### src/rtl/pwm_deadtime_channel_pkg.sv
// rtl/pwm_deadtime_channel_pkg.sv - shared FSM state encoding and pin polarity helper
package pwm_deadtime_channel_pkg;

  localparam int STATE_W = 3;

  typedef enum logic [STATE_W-1:0] {
    IDLE         = 3'd0,
    LOW_ON       = 3'd1,
    DEAD_TO_HIGH = 3'd2,
    HIGH_ON      = 3'd3,
    DEAD_TO_LOW  = 3'd4
  } pwm_state_t;

  // Maps a logical "pin asserted" onto the physical pin level.
  function automatic logic pin_level(input logic active, input logic active_low);
    return active ^ active_low;
  endfunction

endpackage

### src/rtl/pwm_deadtime_fsm.sv
// rtl/pwm_deadtime_fsm.sv - complementary pin state machine with dead-time insertion
module pwm_deadtime_fsm
  import pwm_deadtime_channel_pkg::*;
#(
  parameter int DT_WIDTH   = 4,
  parameter bit ACTIVE_LOW = 1'b0
) (
  input  logic                clk,
  input  logic                rst,
  input  logic                enable,
  input  logic                raw,
  input  logic [DT_WIDTH-1:0] deadtime,
  output logic                pwm_high,
  output logic                pwm_low
);

  localparam logic [DT_WIDTH-1:0] DT_ONE = 1;

  pwm_state_t          state, state_next;
  logic [DT_WIDTH-1:0] dt_count, dt_count_next;

  always_ff @(posedge clk) begin
    if (rst) begin
      state    <= IDLE;
      dt_count <= '0;
      pwm_high <= pin_level(1'b0, ACTIVE_LOW);
      pwm_low  <= pin_level(1'b0, ACTIVE_LOW);
    end else begin
      state    <= state_next;
      dt_count <= dt_count_next;
      pwm_high <= pin_level(state_next == HIGH_ON, ACTIVE_LOW);
      pwm_low  <= pin_level(state_next == LOW_ON, ACTIVE_LOW);
    end
  end

  // The counter is loaded with N-1 on entry so a setting of N yields N dead cycles.
  always_comb begin
    state_next    = state;
    dt_count_next = (dt_count != '0) ? dt_count - DT_ONE : '0;
    case (state)
      IDLE, LOW_ON: begin
        if (raw) begin
          if (deadtime == '0) begin
            state_next = HIGH_ON;
          end else begin
            state_next    = DEAD_TO_HIGH;
            dt_count_next = deadtime - DT_ONE;
          end
        end else begin
          state_next = LOW_ON;
        end
      end
      DEAD_TO_HIGH: begin
        if (!raw) state_next = LOW_ON;
        else if (dt_count == '0) state_next = HIGH_ON;
      end
      HIGH_ON: begin
        if (!raw) begin
          if (deadtime == '0) begin
            state_next = LOW_ON;
          end else begin
            state_next    = DEAD_TO_LOW;
            dt_count_next = deadtime - DT_ONE;
          end
        end
      end
      DEAD_TO_LOW: begin
        if (raw) state_next = HIGH_ON;
        else if (dt_count == '0) state_next = LOW_ON;
      end
      default: state_next = IDLE;
    endcase
    if (!enable) state_next = IDLE;
  end

endmodule

### src/rtl/pwm_deadtime_channel.sv
// rtl/pwm_deadtime_channel.sv - double-buffered compare channel driving a complementary PWM pair
module pwm_deadtime_channel
  import pwm_deadtime_channel_pkg::*;
#(
  parameter int WIDTH      = 8,
  parameter int DT_WIDTH   = 4,
  parameter bit ACTIVE_LOW = 1'b0
) (
  input  logic                clk,
  input  logic                rst,
  input  logic                enable,
  input  logic [WIDTH-1:0]    counter_value,
  input  logic [WIDTH-1:0]    compare_in,
  input  logic                compare_load,
  input  logic [DT_WIDTH-1:0] deadtime_in,
  input  logic                deadtime_load,
  output logic [WIDTH-1:0]    compare_active,
  output logic                pwm_high,
  output logic                pwm_low,
  output logic                period_event,
  output logic                compare_event
);

  logic [WIDTH-1:0]    prev_value;
  logic [WIDTH-1:0]    compare_shadow;
  logic [DT_WIDTH-1:0] deadtime_shadow;
  logic [DT_WIDTH-1:0] deadtime_active;
  logic                enable_d;
  logic                raw;
  logic                raw_d;
  logic                wrap;
  logic                load;

  // Edge-based wrap so a prescaled counter sitting at 0 only counts once.
  assign wrap = enable && (counter_value == '0) && (prev_value != '0);
  assign load = wrap || (enable && !enable_d);
  assign raw  = enable && (counter_value < compare_active);

  always_ff @(posedge clk) begin
    if (rst) begin
      prev_value      <= '0;
      enable_d        <= 1'b0;
      raw_d           <= 1'b0;
      compare_shadow  <= '0;
      compare_active  <= '0;
      deadtime_shadow <= '0;
      deadtime_active <= '0;
      period_event    <= 1'b0;
      compare_event   <= 1'b0;
    end else begin
      prev_value <= counter_value;
      enable_d   <= enable;
      raw_d      <= raw;
      if (compare_load) compare_shadow <= compare_in;
      if (deadtime_load) deadtime_shadow <= deadtime_in;
      // A strobe landing on the load point bypasses the shadow.
      if (load) begin
        compare_active  <= compare_load ? compare_in : compare_shadow;
        deadtime_active <= deadtime_load ? deadtime_in : deadtime_shadow;
      end
      period_event  <= wrap;
      compare_event <= enable && raw_d && !raw;
    end
  end

  pwm_deadtime_fsm #(
    .DT_WIDTH  (DT_WIDTH),
    .ACTIVE_LOW(ACTIVE_LOW)
  ) u_fsm (
    .clk     (clk),
    .rst     (rst),
    .enable  (enable),
    .raw     (raw),
    .deadtime(deadtime_active),
    .pwm_high(pwm_high),
    .pwm_low (pwm_low)
  );

endmodule

### config.mk
export PLATFORM = sky130hd
export DESIGN_NAME = pwm_deadtime_channel
export DESIGN_NICKNAME = d
export VERILOG_FILES = /design/src/rtl/pwm_deadtime_channel_pkg.sv /design/src/rtl/pwm_deadtime_fsm.sv /design/src/rtl/pwm_deadtime_channel.sv
export SDC_FILE = /design/constraint.sdc
export NUM_CORES = 1
export LEC_CHECK = 0
export ABC_CLOCK_PERIOD_IN_PS = 2980
export CAP_MARGIN = 10
export CORE_UTILIZATION = 51
export DETAILED_ROUTE_END_ITERATION = 10
export GPL_TIMING_DRIVEN = 1
export HOLD_SLACK_MARGIN = 0.1
export PLACE_DENSITY = 0.74
export REMOVE_ABC_BUFFERS = 1
export SLEW_MARGIN = 20
export SYNTH_ARGS = -nofsm -noshare
export SYNTH_HDL_FRONTEND = slang
export SYNTH_SLANG_ARGS = --single-unit
### constraint.sdc
create_clock -name clk -period 2.98 [get_ports clk]
set_input_delay 0.298 -clock clk [delete_from_list [all_inputs] [get_ports clk]]
set_output_delay 0.298 -clock clk [all_outputs]
set_load 0.01 [all_outputs]
; ---- Word level (Yosys, flattened, before mapping)
; Cells that the tools add are included.
; Widths: inputs -> output; s select.
[op_classes]
n_mux = 17
eq_ne = 6
n_reduce_logical = 16
n_lt_le_gt_ge = 1
addsub = 2
[ops]
columns = operator, n
row1 = $mux 3, 7
row2 = $mux 4, 5
row3 = $pmux 3 s4, 1
row4 = $eq 3x2->1 const B, 3
row5 = $logic_not 4->1, 2
row6 = $logic_not 8->1, 1
row7 = $lt 8x8->1, 1
row8 = $mux 8, 1
row9 = $pmux 4 s2, 1
row10 = $reduce_bool 8->1, 1
row11 = $sub 4x1->4 const B, 2
row12 = $eq 3x1->1 const B, 2
row13 = $logic_and 1x1->1, 6
row14 = $reduce_bool 4->1, 1
row15 = $eq 3x3->1 const B, 1
row16 = $logic_not 3->1, 1
row17 = $logic_not 1->1, 2
row18 = $mux 2, 1
row19 = $reduce_or 2->1, 1
row20 = $logic_or 1x1->1, 1
row21 = $mux 1, 1
[word_totals]
in_bits = 25
elab_cells = 55
out_inout_bits = 12
register_bits = 45

; ---- Logic depth before layout (Yosys ltp)
[depth]
depth_word = 6
mapped_depth = 8
depth_no_buf = 7

; ---- Cells and area by module
; Synthesis repeated with hierarchy kept, for this count alone.
[hier_totals]
cells_unflattened = 226
hier_area_um2 = 2165.8
[by_module_without_submodules]
columns = module, instances, area_each_um2, seq_area_each_um2, cells_each
row1 = pwm_deadtime_channel, 1, 1560.2, 720.7, 160
row2 = pwm_deadtime_fsm, 1, 605.6, 180.2, 66

; ---- Least setup slack after synthesis
; Ideal clock, no wire load.
[synth_path]
path_kind = register to register
from = register compare_active[2]
to = register u_fsm.dt_count[0]
path_slack_ps = 822
stages_incl_launch_ff = 9
synth_period_minus_slack_ps = 2158
required_time_ps = 2859
path_buffers = 1
setup_ps = 121
arrival_ps = 2037
path_cell_list = dfxtp_1 -> inv_1 -> ha_1 -> a211o_1 -> a31oi_1 -> o31a_1 -> buf_6 -> mux2_4 -> mux2_4
[synth_between]
elab_chain_cells = 4
elab_cells_between_ends = 5
cone_classes = order compare: 1 / mux: 3 / reduce/logical: 1
[synth_lines]
columns = item, line_no
row1 = from (decl), pwm_deadtime_channel.sv:17  ; output logic [WIDTH-1:0] compare_active,
row2 = from (signal assigned), pwm_deadtime_channel.sv:58  ; compare_active <= compare_load ? compare_in : compare_shadow;
row3 = $lt 8x8->1 *, pwm_deadtime_channel.sv:37  ; assign raw = enable && (counter_value < compare_active);
row4 = $logic_and 1x1->1 *, pwm_deadtime_channel.sv:37
row5 = "$mux 4, on equally long branches", "pwm_deadtime_fsm.sv:58, pwm_deadtime_fsm.sv:42"
row6 = $pmux 4 s2 *, pwm_deadtime_fsm.sv:40  ; case (state)
row7 = to (signal assigned), pwm_deadtime_fsm.sv:30  ; dt_count <= dt_count_next;
row8 = to (decl), pwm_deadtime_fsm.sv:20  ; logic [DT_WIDTH-1:0] dt_count, dt_count_next;
; Every way passes the cells marked *; elsewhere a longest branch is shown, timed or not.
; A chain may end at the register's enable or synchronous reset.

; ---- Worst setup path in the final report
[layout_path]
from = input counter_value[7]
to = register u_fsm.dt_count[1]
[layout_between]
elab_chain_cells = 4
elab_cells_between_ends = 5
cone_classes = order compare: 1 / mux: 3 / reduce/logical: 1
[layout_lines]
columns = item, line_no
row1 = from (decl), pwm_deadtime_channel.sv:12  ; input logic [WIDTH-1:0] counter_value,
row2 = $lt 8x8->1 *, pwm_deadtime_channel.sv:37
row3 = $logic_and 1x1->1 *, pwm_deadtime_channel.sv:37
row4 = "$mux 4, on equally long branches", "pwm_deadtime_fsm.sv:58, pwm_deadtime_fsm.sv:42"
row5 = $pmux 4 s2 *, pwm_deadtime_fsm.sv:40
; Marks and branches as above.

==> impl_metrics.env <==
export IMPL_drcViolationCount=0
export IMPL_maximum_fanout_count_along_the_critical_path=3
export IMPL_initial_drt_pass_iterations=4
export IMPL_placement_setup_worst_slack_ns=0.490
export IMPL_most_common_library_cell_in_the_layout_ignoring_fill_and_taps="sky130_fd_sc_hd__dfxtp_1"
export IMPL_layout_common_cells="sky130_fd_sc_hd__dfxtp_1, sky130_fd_sc_hd__clkdlybuf4s50_1, sky130_fd_sc_hd__nor2_1"
export IMPL_setup_worst_path_class="input pin to flip-flop"
export IMPL_dp_cells=288
export IMPL_path_cells="clkdlybuf4s50_1 -> ha_1 -> a21o_1 -> a211oi_1 -> o31a_1 -> mux2_4 -> mux2_4"
export IMPL_vias=1526
export IMPL_route_antenna_remaining_nets=0
export IMPL_peakVddDrop_uv=275
export IMPL_post_synth_instance_area_mm2=0.00201
export IMPL_slew_violations=0
export IMPL_layout_setup_ws_ns=0.787
export IMPL_post_cts_hold_buffer_count=0
export IMPL_syn_to_final_growth_pct=23.4
export IMPL_postRouteWirelength_um=3480
export IMPL_vias_in_the_first_global_route=1446
export IMPL_power_leakage_nw=1.01
export IMPL_syn_mean_instance_area_um2=9.47
export IMPL_grt_remaining_overflow=0
export IMPL_critical_path_slowest_cell="sky130_fd_sc_hd__clkdlybuf4s50_1"
export IMPL_cts_resized=0
export IMPL_synth_cell_types=36
export IMPL_antenna_found_initial=0
export IMPL_grt_pass1_wl_um=6200
export IMPL_status="completed"
export IMPL_maximum_clock_frequency_mhz=456
export IMPL_utilization=0.666
export IMPL_final_setup_tns_ns=0
export IMPL_ys_warn_count=0
export IMPL_startpoint_type="input pin"
export IMPL_cpMostUsedCell="sky130_fd_sc_hd__mux2_4"
export IMPL_main_synth_ff_type="sky130_fd_sc_hd__dfxtp_1"
export IMPL_number_of_top_level_design_ports=37
export IMPL_max_cap_violations=0
export IMPL_syn_inst=212
export IMPL_cp_top_family="compound AO/OA/AOI/OAI gates"
export IMPL_cts_buffer_depth=2
export IMPL_routed_wire_length_per_instance_um=11.8
export IMPL_cp_buffers_inverters=1
export IMPL_crit_path_end_kind="flip-flop"
export IMPL_cts_buffers_inserted=5
export IMPL_yosys_register_bits=45
export IMPL_avgViaCountPerCell=5.17
export IMPL_report_final_setup_viol=0
export IMPL_place_detailed_hpwl_um=2650
export IMPL_instances_no_fill=295
export IMPL_pwr_density_cell_mw_per_mm2=576
export IMPL_pin_count_of_the_biggest_net_entering_global_routing=30
export IMPL_clkSinkCount=45
export IMPL_maxSlewHeadroom=0.683
export IMPL_placeableCoreArea_mm2=0.00372
export IMPL_postCtsSetupBuffers=0
export IMPL_width_of_the_chip_um=64.7
export IMPL_post_route_period_util=0.736
export IMPL_fin_crit_ns=2.19
export IMPL_cp_arrival_ns=2.38
export IMPL_clock_skew_final_ns=0.00645
export IMPL_critical_path_required_ns=3.16
export IMPL_clock_tree_root_cell="sky130_fd_sc_hd__clkbuf_8"
export IMPL_floorplan_initialDensity=0.540
export IMPL_i_o_buffers=36
export IMPL_worstMarginPinSlew_ns=0.474
export IMPL_die_height_um=64.7
export IMPL_cts_htree_levels=2
export IMPL_timing_hold_violations_final=0
export IMPL_worst_skew_pair_late_latency_ns=0.29
export IMPL_antenna_diode_count=0
export IMPL_grt_util_all_layers=0.192
export IMPL_post_route_cells_drive_above_1_share=0.0688
export IMPL_row_count=22
export IMPL_number_of_enable_type_register_cells_in_the_synthesized_netlist=0
export IMPL_clock_tree_from_tritoncts="built"
export IMPL_min_delay_path_class="flip-flop to flip-flop"
export IMPL_unrepaired_setup_endpoints_after_global_routing="no"
export IMPL_seq_area_frac_synth=0.449
export IMPL_synth_async_reset_ratio=0
export IMPL_num_nets_final=282
export IMPL_crit_path_max_incr_delay_ns=0.44
export IMPL_clock_transition_time_at_the_flip_flop_clock_pins_of_the_worst_setup_and_hold_paths_ns=0.08
export IMPL_finalWeightedCongestion=0.785
export IMPL_die_outline_area_mm2=0.00419
export IMPL_initialDrtViolationCount=66
final timing paths:
path                     startpoint                end  slack [ns]  cells after the start
setup / recovery   counter_value[7]  u_fsm.dt_count[1]        0.79                      7
hold / removal                raw_d      compare_event        0.46                      1
setup reg to reg  compare_active[2]  u_fsm.dt_count[1]        0.86                      7
hold reg to reg               raw_d      compare_event        0.46                      1
sequential cells by signal, indices dropped and copies added, names as in the netlist:
name and count:
compare_shadow 8, prev_value 8, u_fsm.pwm_low 1, compare_active 8, u_fsm.state 3, deadtime_active 4, u_fsm.dt_count 4, enable_d 1
deadtime_shadow 4, period_event 1, raw_d 1, u_fsm.pwm_high 1, compare_event 1
power breakdown:
part / internal (mW) / switching (mW)
clock network: 0.184 / 0.180
registers: 0.657 / 0.0358
logic: 0.191 / 0.179
stage by stage:
step	area, um2	hold WS [ns]	total power, mW
2_1_floorplan	1940	0.370	0.956
3_3_place_gp	2390	0.439	1.07
3_5_place_dp	2390	0.439	1.08
4_1_cts	2480	0.458	1.44
5_1_grt	2480	0.492	1.53
6_report	2480	0.456	1.43
area by class of cell:
type	instances	area [um2]
sequential	45	901
inverter	13	48.8
timing repair buffer	40	390
fill	334	1240
tap	48	60.1
clock buffer	7	86.3
multi-input combinational	142	990
routing by layer:
| metal | vias up | wire length [um] | track usage |
|---|---|---|---|
| li1 | 815 | - | - |
| met1 | 681 | 1710 | 0.232 |
| met2 | 25 | 1610 | 0.322 |
| met3 | 5 | 106 | 0.0387 |
| met4 | 0 | 58 | 0.0944 |
| met5 | - | 0 | 0 |
cell usage after synthesis (3+ instances only):
cell,count,area share
sky130_fd_sc_hd__dfxtp_1,45,0.45
sky130_fd_sc_hd__nor2_1,35,0.065
sky130_fd_sc_hd__a211oi_1,14,0.052
sky130_fd_sc_hd__inv_1,13,0.024
sky130_fd_sc_hd__mux2i_1,13,0.065
sky130_fd_sc_hd__ha_1,10,0.062
sky130_fd_sc_hd__nor2b_1,10,0.031
sky130_fd_sc_hd__clkbuf_1,9,0.017
sky130_fd_sc_hd__nor3_1,9,0.022
sky130_fd_sc_hd__a21oi_1,7,0.017
sky130_fd_sc_hd__nand2_1,5,0.0094
sky130_fd_sc_hd__or3_1,4,0.012
sky130_fd_sc_hd__a21o_1,3,0.011
sky130_fd_sc_hd__buf_6,3,0.017
sky130_fd_sc_hd__mux2_4,3,0.022
cells by family (layout without fill, tap and decap cells):
logic type               Yosys count  count (layout)  share of synthesized area
AO/OA/AOI/OAI                     38              38                      0.140
XOR/XNOR                           1               1                    0.00436
adder cells (fa/ha/maj)           10              10                     0.0623
buffers and inverters             25              60                     0.0580
flip-flops                        45              45                      0.449
multiplexers                      17              17                     0.0929
AND/OR/NAND/NOR                   76              76                      0.194
(Power assumes the default switching activity.)
